$ cat src/rtl/tron_pkg.sv
// Shared constants and FSM encoding for the light-cycle collision arbiter.
package tron_pkg;
    localparam int TRON_X_W   = 8;
    localparam int TRON_Y_W   = 7;
    localparam int TRON_X_MAX = 159;
    localparam int TRON_Y_MAX = 119;
    localparam int PID_W      = 3;

    typedef enum logic [1:0] {
        ST_IDLE    = 2'd0,
        ST_ISSUE   = 2'd1,
        ST_DRAIN   = 2'd2,
        ST_RESOLVE = 2'd3
    } state_t;
endpackage

$ cat src/rtl/tron_rd_tag_pipe.sv
// Delay line of {valid, player index} matching the trail BRAM read latency,
// so each returned bit can be credited to the player that requested it.
module tron_rd_tag_pipe #(
    parameter int RD_LAT = 1,
    parameter int PID_W  = 3
) (
    input  logic             clk,
    input  logic             resetn,
    input  logic             flush,
    input  logic             in_valid,
    input  logic [PID_W-1:0] in_idx,
    output logic             out_valid,
    output logic [PID_W-1:0] out_idx
);
    genvar gi;
    generate
        for (gi = 0; gi < RD_LAT; gi++) begin : g_stage
            logic             v_reg;
            logic [PID_W-1:0] idx_reg;
            logic             v_in;
            logic [PID_W-1:0] idx_in;
            if (gi == 0) begin : g_head
                assign v_in   = in_valid;
                assign idx_in = in_idx;
            end else begin : g_tail
                assign v_in   = g_stage[gi-1].v_reg;
                assign idx_in = g_stage[gi-1].idx_reg;
            end
            always_ff @(posedge clk or negedge resetn) begin
                if (!resetn) begin
                    v_reg   <= 1'b0;
                    idx_reg <= '0;
                end else begin
                    v_reg   <= v_in & ~flush;
                    idx_reg <= idx_in;
                end
            end
        end
    endgenerate

    assign out_valid = g_stage[RD_LAT-1].v_reg;
    assign out_idx   = g_stage[RD_LAT-1].idx_reg;
endmodule

$ cat src/rtl/tron_collision_arbiter.sv
// Per-step loss detection for N players: trail hits via the shared BRAM,
// out-of-bounds moves and head-on collisions, followed by winner/draw resolution.
module tron_collision_arbiter
    import tron_pkg::*;
#(
    parameter int N_PLAYERS = 2,
    parameter int X_W       = TRON_X_W,
    parameter int Y_W       = TRON_Y_W,
    parameter int X_MAX     = TRON_X_MAX,
    parameter int Y_MAX     = TRON_Y_MAX,
    parameter int RD_LAT    = 1
) (
    input  logic                     clk,
    input  logic                     resetn,
    input  logic                     step,
    input  logic [N_PLAYERS*X_W-1:0] px,
    input  logic [N_PLAYERS*Y_W-1:0] py,
    input  logic                     round_clear,
    output logic                     mem_rd_en,
    output logic [X_W-1:0]           mem_rd_x,
    output logic [Y_W-1:0]           mem_rd_y,
    input  logic                     mem_rd_data,
    output logic [N_PLAYERS-1:0]     lost,
    output logic                     busy,
    output logic                     eval_done,
    output logic                     game_over,
    output logic [2:0]               winner_id,
    output logic                     draw,
    output logic                     step_overrun
);
    localparam int DR_W = $clog2(RD_LAT + 2);
    localparam logic [X_W-1:0] X_LIM = X_W'(X_MAX);
    localparam logic [Y_W-1:0] Y_LIM = Y_W'(Y_MAX);

    state_t                   state_reg, state_next;
    logic [N_PLAYERS*X_W-1:0] snap_x_reg;
    logic [N_PLAYERS*Y_W-1:0] snap_y_reg;
    logic [PID_W-1:0]         idx_reg;
    logic [DR_W-1:0]          drain_cnt_reg;
    logic [N_PLAYERS-1:0]     hit_reg, lost_reg;
    logic                     game_over_reg, draw_reg, overrun_reg, eval_done_reg;
    logic [PID_W-1:0]         winner_reg;
    logic                     rd_valid_q, rd_data_q;
    logic [PID_W-1:0]         rd_idx_q;
    logic                     tag_valid;
    logic [PID_W-1:0]         tag_idx;
    logic [N_PLAYERS-1:0]     oob, headon, lost_upd;
    logic [3:0]               alive_cnt;
    logic [PID_W-1:0]         survivor;

    assign busy      = (state_reg != ST_IDLE);
    assign mem_rd_en = (state_reg == ST_ISSUE);
    assign mem_rd_x  = mem_rd_en ? snap_x_reg[idx_reg*X_W +: X_W] : '0;
    assign mem_rd_y  = mem_rd_en ? snap_y_reg[idx_reg*Y_W +: Y_W] : '0;

    tron_rd_tag_pipe #(
        .RD_LAT (RD_LAT),
        .PID_W  (PID_W)
    ) u_tag_pipe (
        .clk       (clk),
        .resetn    (resetn),
        .flush     (round_clear),
        .in_valid  (mem_rd_en),
        .in_idx    (idx_reg),
        .out_valid (tag_valid),
        .out_idx   (tag_idx)
    );

    always_ff @(posedge clk or negedge resetn) begin
        if (!resetn) state_reg <= ST_IDLE;
        else         state_reg <= state_next;
    end

    // Drain runs one cycle past RD_LAT because returned data is registered before use.
    always_comb begin
        state_next = state_reg;
        case (state_reg)
            ST_IDLE:    if (step && !game_over_reg) state_next = ST_ISSUE;
            ST_ISSUE:   if (idx_reg == PID_W'(N_PLAYERS - 1)) state_next = ST_DRAIN;
            ST_DRAIN:   if (drain_cnt_reg == DR_W'(RD_LAT)) state_next = ST_RESOLVE;
            ST_RESOLVE: state_next = ST_IDLE;
            default:    state_next = ST_IDLE;
        endcase
        if (round_clear) state_next = ST_IDLE;
    end

    always_comb begin
        oob       = '0;
        headon    = '0;
        alive_cnt = '0;
        survivor  = '0;
        for (int i = 0; i < N_PLAYERS; i++) begin
            oob[i] = (snap_x_reg[i*X_W +: X_W] > X_LIM) || (snap_y_reg[i*Y_W +: Y_W] > Y_LIM);
            for (int j = 0; j < N_PLAYERS; j++) begin
                if (j != i && !lost_reg[j] &&
                    snap_x_reg[i*X_W +: X_W] == snap_x_reg[j*X_W +: X_W] &&
                    snap_y_reg[i*Y_W +: Y_W] == snap_y_reg[j*Y_W +: Y_W])
                    headon[i] = 1'b1;
            end
        end
        lost_upd = lost_reg | hit_reg | oob | headon;
        for (int i = 0; i < N_PLAYERS; i++) begin
            if (!lost_upd[i]) begin
                alive_cnt = alive_cnt + 4'd1;
                survivor  = PID_W'(i);
            end
        end
    end

    always_ff @(posedge clk or negedge resetn) begin
        if (!resetn) begin
            snap_x_reg    <= '0;
            snap_y_reg    <= '0;
            idx_reg       <= '0;
            drain_cnt_reg <= '0;
            hit_reg       <= '0;
            lost_reg      <= '0;
            game_over_reg <= 1'b0;
            draw_reg      <= 1'b0;
            winner_reg    <= '0;
            overrun_reg   <= 1'b0;
            eval_done_reg <= 1'b0;
            rd_valid_q    <= 1'b0;
            rd_data_q     <= 1'b0;
            rd_idx_q      <= '0;
        end else begin
            eval_done_reg <= 1'b0;
            rd_valid_q    <= tag_valid & ~round_clear;
            rd_data_q     <= mem_rd_data;
            rd_idx_q      <= tag_idx;
            if (state_reg == ST_ISSUE) begin
                idx_reg       <= idx_reg + PID_W'(1);
                drain_cnt_reg <= '0;
            end
            if (state_reg == ST_DRAIN) drain_cnt_reg <= drain_cnt_reg + DR_W'(1);
            for (int i = 0; i < N_PLAYERS; i++) begin
                if (rd_valid_q && rd_data_q && rd_idx_q == PID_W'(i)) hit_reg[i] <= 1'b1;
            end
            if (state_reg == ST_IDLE && state_next == ST_ISSUE) begin
                snap_x_reg <= px;
                snap_y_reg <= py;
                idx_reg    <= '0;
                hit_reg    <= '0;
            end
            if (round_clear) begin
                lost_reg      <= '0;
                game_over_reg <= 1'b0;
                draw_reg      <= 1'b0;
                winner_reg    <= '0;
                overrun_reg   <= 1'b0;
            end else begin
                if (step && busy) overrun_reg <= 1'b1;
                if (state_reg == ST_RESOLVE) begin
                    lost_reg      <= lost_upd;
                    game_over_reg <= (alive_cnt <= 4'd1);
                    draw_reg      <= (alive_cnt == 4'd0);
                    winner_reg    <= (alive_cnt == 4'd1) ? survivor : '0;
                    eval_done_reg <= 1'b1;
                end
            end
        end
    end

    assign lost         = lost_reg;
    assign game_over    = game_over_reg;
    assign draw         = draw_reg;
    assign winner_id    = winner_reg;
    assign step_overrun = overrun_reg;
    assign eval_done    = eval_done_reg;
endmodule
$ cat config.mk
export PLATFORM = sky130hd
export DESIGN_NAME = tron_collision_arbiter
export DESIGN_NICKNAME = d
export VERILOG_FILES = /design/src/rtl/tron_pkg.sv /design/src/rtl/tron_rd_tag_pipe.sv /design/src/rtl/tron_collision_arbiter.sv
export SDC_FILE = /design/constraint.sdc
export NUM_CORES = 1
export LEC_CHECK = 0
export ABC_AREA = 1
export CAP_MARGIN = 30
export CORE_UTILIZATION = 45
export DETAILED_ROUTE_END_ITERATION = 10
export GPL_ROUTABILITY_DRIVEN = 1
export PLACE_DENSITY = 0.75
export SLEW_MARGIN = 20
export SYNTH_ARGS = -nofsm -noshare
export SYNTH_HDL_FRONTEND = slang
export SYNTH_SLANG_ARGS = --single-unit
$ cat constraint.sdc
create_clock -name clk -period 1.7 [get_ports clk]
set_input_delay 0.51 -clock clk [delete_from_list [all_inputs] [get_ports clk]]
set_output_delay 0.51 -clock clk [all_outputs]
set_load 0.01 [all_outputs]
==> results <==
- The run finished, with violations left.
- The final reports fail on negative setup slack.
- By area, the combinational part of the netlist is dominated by simple AND/OR/NAND/NOR gates.
- The final max-slew violation count was 0.
- The largest single stage delay on the critical path is 0.41 ns.
- The simple-gate share of the synthesized area is 0.240.
- The number of global-route vias before repair was 2,791.
- The internal power of the cells is 0.00482 W.
- In this run the core area contains 28 standard-cell rows.
- The slack of the worst reg-to-reg path is -0.25 ns.
- The startpoint of the worst-slack reg-to-reg timing path is state_reg[0]$_DFF_PN0_.
- For this run, design rule violations remaining after detail routing come to 0.
- Counting cells, the worst reg-to-reg path comes to 13.
- Summed over all nets, the switching power comes to 0.00364 W.
- The most critical setup path has its endpoint at mem_rd_y[3].
- The count of cell types in the netlist is 23.
- The met1 wire length is 3.36 mm.
- TritonCTS built the clock tree.
- The number of synthesized register bits is 55.
- The root cell of the clock tree is sky130_fd_sc_hd__clkbuf_8.
- The clock transition at the registers of the reported paths is 0.09 ns.
- Traced cell by cell, the critical path runs through inv_2 > ha_4 > nand3_4 > buf_12 > buf_16 > a21oi_4 > buf_6.
- The start-to-end type of the worst setup path is flop to output pin.
- The wire length reported by the detailed router is 8.73 mm.
- The number of port buffers is 58.
- In the final routed layout, each cell accounts on average for 16.2 um.
- The number of inserted diodes is 0.
- After the last flow step, the layout net total stands at 508.
- The later pin in the worst-skew pair is clocked with a latency of 0.31 ns.
- Hold repair after CTS inserted 0 buffers.
- The portion of total power attributed to the clock network is 0.082.
- Relative to the synthesized area, the layout overhead comes to 66.3%.
- The warning count from the yosys run is 0.
- The arrival time of data at the critical path endpoint is 1.62 ns.
- The die area is 6390 sq um.
- Measured along the y axis, the die boundary spans 79.9 um.
- The length of the first detailed-routing pass in iterations is 4.
- The share of total power dissipated in sequential elements is 0.262.
- The placement-stage cell area is 3750 sq um.
- Counting the buffers created by CTS gives 5.
- The congestion estimate from routability-driven global placement came to 0.841.
- The worst setup timing slack at the placement stage is -0.443 ns.
- The share of the cycle needed by the critical path after routing is 1.25.
- The detailed router used layers up to and including met4.
- The switching part of the total is 0.430.
- STA classifies the critical path startpoint as a flop.
- The combinational share of power is 0.656.
- The post-synthesis xor/xnor area fraction is 0.00641.
- After detailed routing, the met2 layer carries 4.59 mm of wire.
- The I/O pin count is 61.
- Tracing the worst setup path back leads to its startpoint at state_reg[1]$_DFF_PN0_.
- Detailed placement finished with a half-perimeter wire length of 4.87 mm.
- STA classifies the critical path endpoint as an output pin.
- Counting I/O delays and the setup requirement, the final critical path takes 2.13 ns.
- The DRC violation total after the first TritonRoute iteration is 311.
- The endpoint of the lowest-slack register-to-register path is snap_y_reg[5]$_DFFE_PN0P_.
- Setup repair after global routing could not meet its margin everywhere.
- The core region is 5890 sq um.
- The width of the die is 79.9 um.
- The final sum of negative setup slack is -12.22 ns.
- Of the total synthesized cell area, the portion taken by full adders, half adders and majority gates is 0.0321.
- The final route contains 2,854 vias.
- The number of antenna violations at the first check in global routing is 0.
- The compound-gate portion of the synthesized area came to 0.111.
- The number of H-tree levels is 2.
- The pin count of the biggest net entering global routing is 56.
- For this design, the sink count on the clock tree is 55.
- The count of max-cap constraint violations is 0.
- The global-route wire length before repair is 13.1 mm.
- The gate count after technology mapping is 354.
- The final antenna-violating net count is 0.
- The total length of routed met3 wires is 491 um.
- Of all nets on the critical path, the largest fanout is 5.
- The number of failing hold endpoints at the final stage came to 0.
- Setup violations remaining at the end of the flow were counted as 52.
- The peak ir drop on the vdd network is 0.00123 V.
- The synthesized netlist occupies a cell area of 2730 sq um.
- The area of all placed cells without fillers is 4540 sq um.
- The initial cell density of the core is 0.464.
- In the final layout, the share of cells above drive strength 1 is 0.355.
- The routed via count divided by cell count is 5.29.
- The number of buffers on the longest clock path is 2.
- The leakage power total is 2.23 nW.
- The sequential share of the synthesized area is 0.504.
- Dividing the synthesized area by the synthesized cell count gives 7.72 sq um.
- The path type of the worst min-delay path is input port to async pin.
- The final worst slack is -0.429 ns.
- The slowest stage of the critical path is the sky130_fd_sc_hd__dfrtp_1 cell.
- Across every metal layer, demand over resource in global routing totals 0.270.
- The total power density per cell area is 1860 nW/um^2.
- The remaining global-route overflow is 0.
- The number of flip-flops in the largest register is 16.
- The fmax is 470 MHz.
- The share of synthesized area spent on multiplexers is 0.
- The required time at the endpoint of the critical path is 1.19 ns.
- The setup clock skew after layout is 0.00987 ns.
==> power by group through the flow <==
stage | Sequential, W | Combinational, W | Clock [W]
after floorplan | 0.00217 | 0.00225 | 0
after CTS | 0.00218 | 0.00461 | 0.000694
after detailed placement | 0.00220 | 0.00355 | 0
after global placement | 0.00218 | 0.00344 | 0
after global routing | 0.00227 | 0.00596 | 0.000747
final | 0.00222 | 0.00554 | 0.000690
==> placed cells by master, fill, tap and decap left out, drive strengths merged <==
cell and instances:
nand2 130, buf 75, dfrtp 55, inv 51
clkdlybuf4s50 33, o21ai 29, a21oi 25, nor2 20
nand3 9, clkbuf 7, ha 7, dlygate4sd2 6
a31oi 3, nor3 3, xnor2 2, nor4 2
conb 2, a211oi 1, nand4 1, or2 1
o22ai 1, dlymetal6s2s 1, clkdlybuf4s15 1
==> final cells by class <==
type / count / area [sq um]
timing repair buffer: 117 / 1290
sequential: 55 / 1380
clock buffer: 6 / 72.6
inverter: 51 / 204
fill: 360 / 1340
multi-input combinational: 236 / 1510
tap: 75 / 93.8
==> critical path, delay by kind of cell, from the launching register on <==
family | cells | cell delay (ns)
AO/OA/AOI/OAI | 1 | 0.13
AND/OR/NAND/NOR | 1 | 0.12
flip-flops | 1 | 0.41
buffers and inverters | 4 | 0.50
adder cells (fa/ha/maj) | 1 | 0.15
==> metal layers <==
metal / vias to the layer above / global-route usage
met5: - / 0
met4: 0 / 0.0857
met3: 31 / 0.0457
met2: 125 / 0.485
met1: 1385 / 0.327
li1: 1313 / -
==> what timing repair did <==
item,CTS,global route
resized for setup,107,114
cloned,6,1
buffers inserted,17,5
endpoints found under the setup margin,58,55
pin swaps,4,7
==> logic make-up after synthesis <==
family          Yosys count
compound gates           59
xor+xnor                  2
fa+ha+maj                 7
buf+inv                  64
flops                    55
other cells               1
simple gates            166
==> stage by stage <==
step / hold slack, ns / std cells / power, W / util
3_5_place_dp: 0.338 / 509 / 0.00575 / 0.637
3_3_place_gp: 0.335 / 509 / 0.00562 / 0.637
5_1_grt: 0.193 / 540 / 0.00898 / 0.772
6_report: 0.179 / 540 / 0.00845 / 0.772
2_1_floorplan: 0.214 / 355 / 0.00443 / -
4_1_cts: 0.201 / 538 / 0.00748 / 0.714
==> how the worst min path moves through the flow <==
stage | from | slack (ns) | to | depth (start not counted)
after floorplan | resetn | 0.21 | drain_cnt_reg[0]$_DFFE_PN0P_ | 0
after global placement | u_tag_pipe.out_idx[1]$_DFF_PN0_ | 0.34 | rd_idx_q[1]$_DFF_PN0_ | 0
after detailed placement | u_tag_pipe.out_idx[1]$_DFF_PN0_ | 0.34 | rd_idx_q[1]$_DFF_PN0_ | 0
after CTS | resetn | 0.20 | snap_x_reg[10]$_DFFE_PN0P_ | 2
after global routing | resetn | 0.19 | snap_x_reg[10]$_DFFE_PN0P_ | 2
final | resetn | 0.18 | snap_x_reg[3]$_DFFE_PN0P_ | 2
==> cells in the mapped netlist <==
library cell,instances,area (sq um)
sky130_fd_sc_hd__nand2_1,130,488
sky130_fd_sc_hd__dfrtp_1,55,1380
sky130_fd_sc_hd__inv_1,50,188
sky130_fd_sc_hd__a21oi_1,25,125
sky130_fd_sc_hd__o21ai_0,24,120
sky130_fd_sc_hd__nor2_1,19,71.3
sky130_fd_sc_hd__nand3_1,9,45.0
sky130_fd_sc_hd__ha_1,7,87.6
sky130_fd_sc_hd__buf_4,5,37.5
sky130_fd_sc_hd__o21ai_1,5,25.0
sky130_fd_sc_hd__buf_6,4,45.0
sky130_fd_sc_hd__clkbuf_1,4,15.0
sky130_fd_sc_hd__a31oi_1,3,18.8
sky130_fd_sc_hd__nor3_1,3,15.0
sky130_fd_sc_hd__nor4_1,2,12.5
sky130_fd_sc_hd__xnor2_1,2,17.5
sky130_fd_sc_hd__a211oi_1,1,7.51
sky130_fd_sc_hd__conb_1,1,3.75
sky130_fd_sc_hd__inv_2,1,3.75
sky130_fd_sc_hd__nand4_1,1,6.26
sky130_fd_sc_hd__nor2_4,1,11.3
sky130_fd_sc_hd__o22ai_1,1,6.26
sky130_fd_sc_hd__or2_2,1,6.26
(Power assumes the default switching activity.)
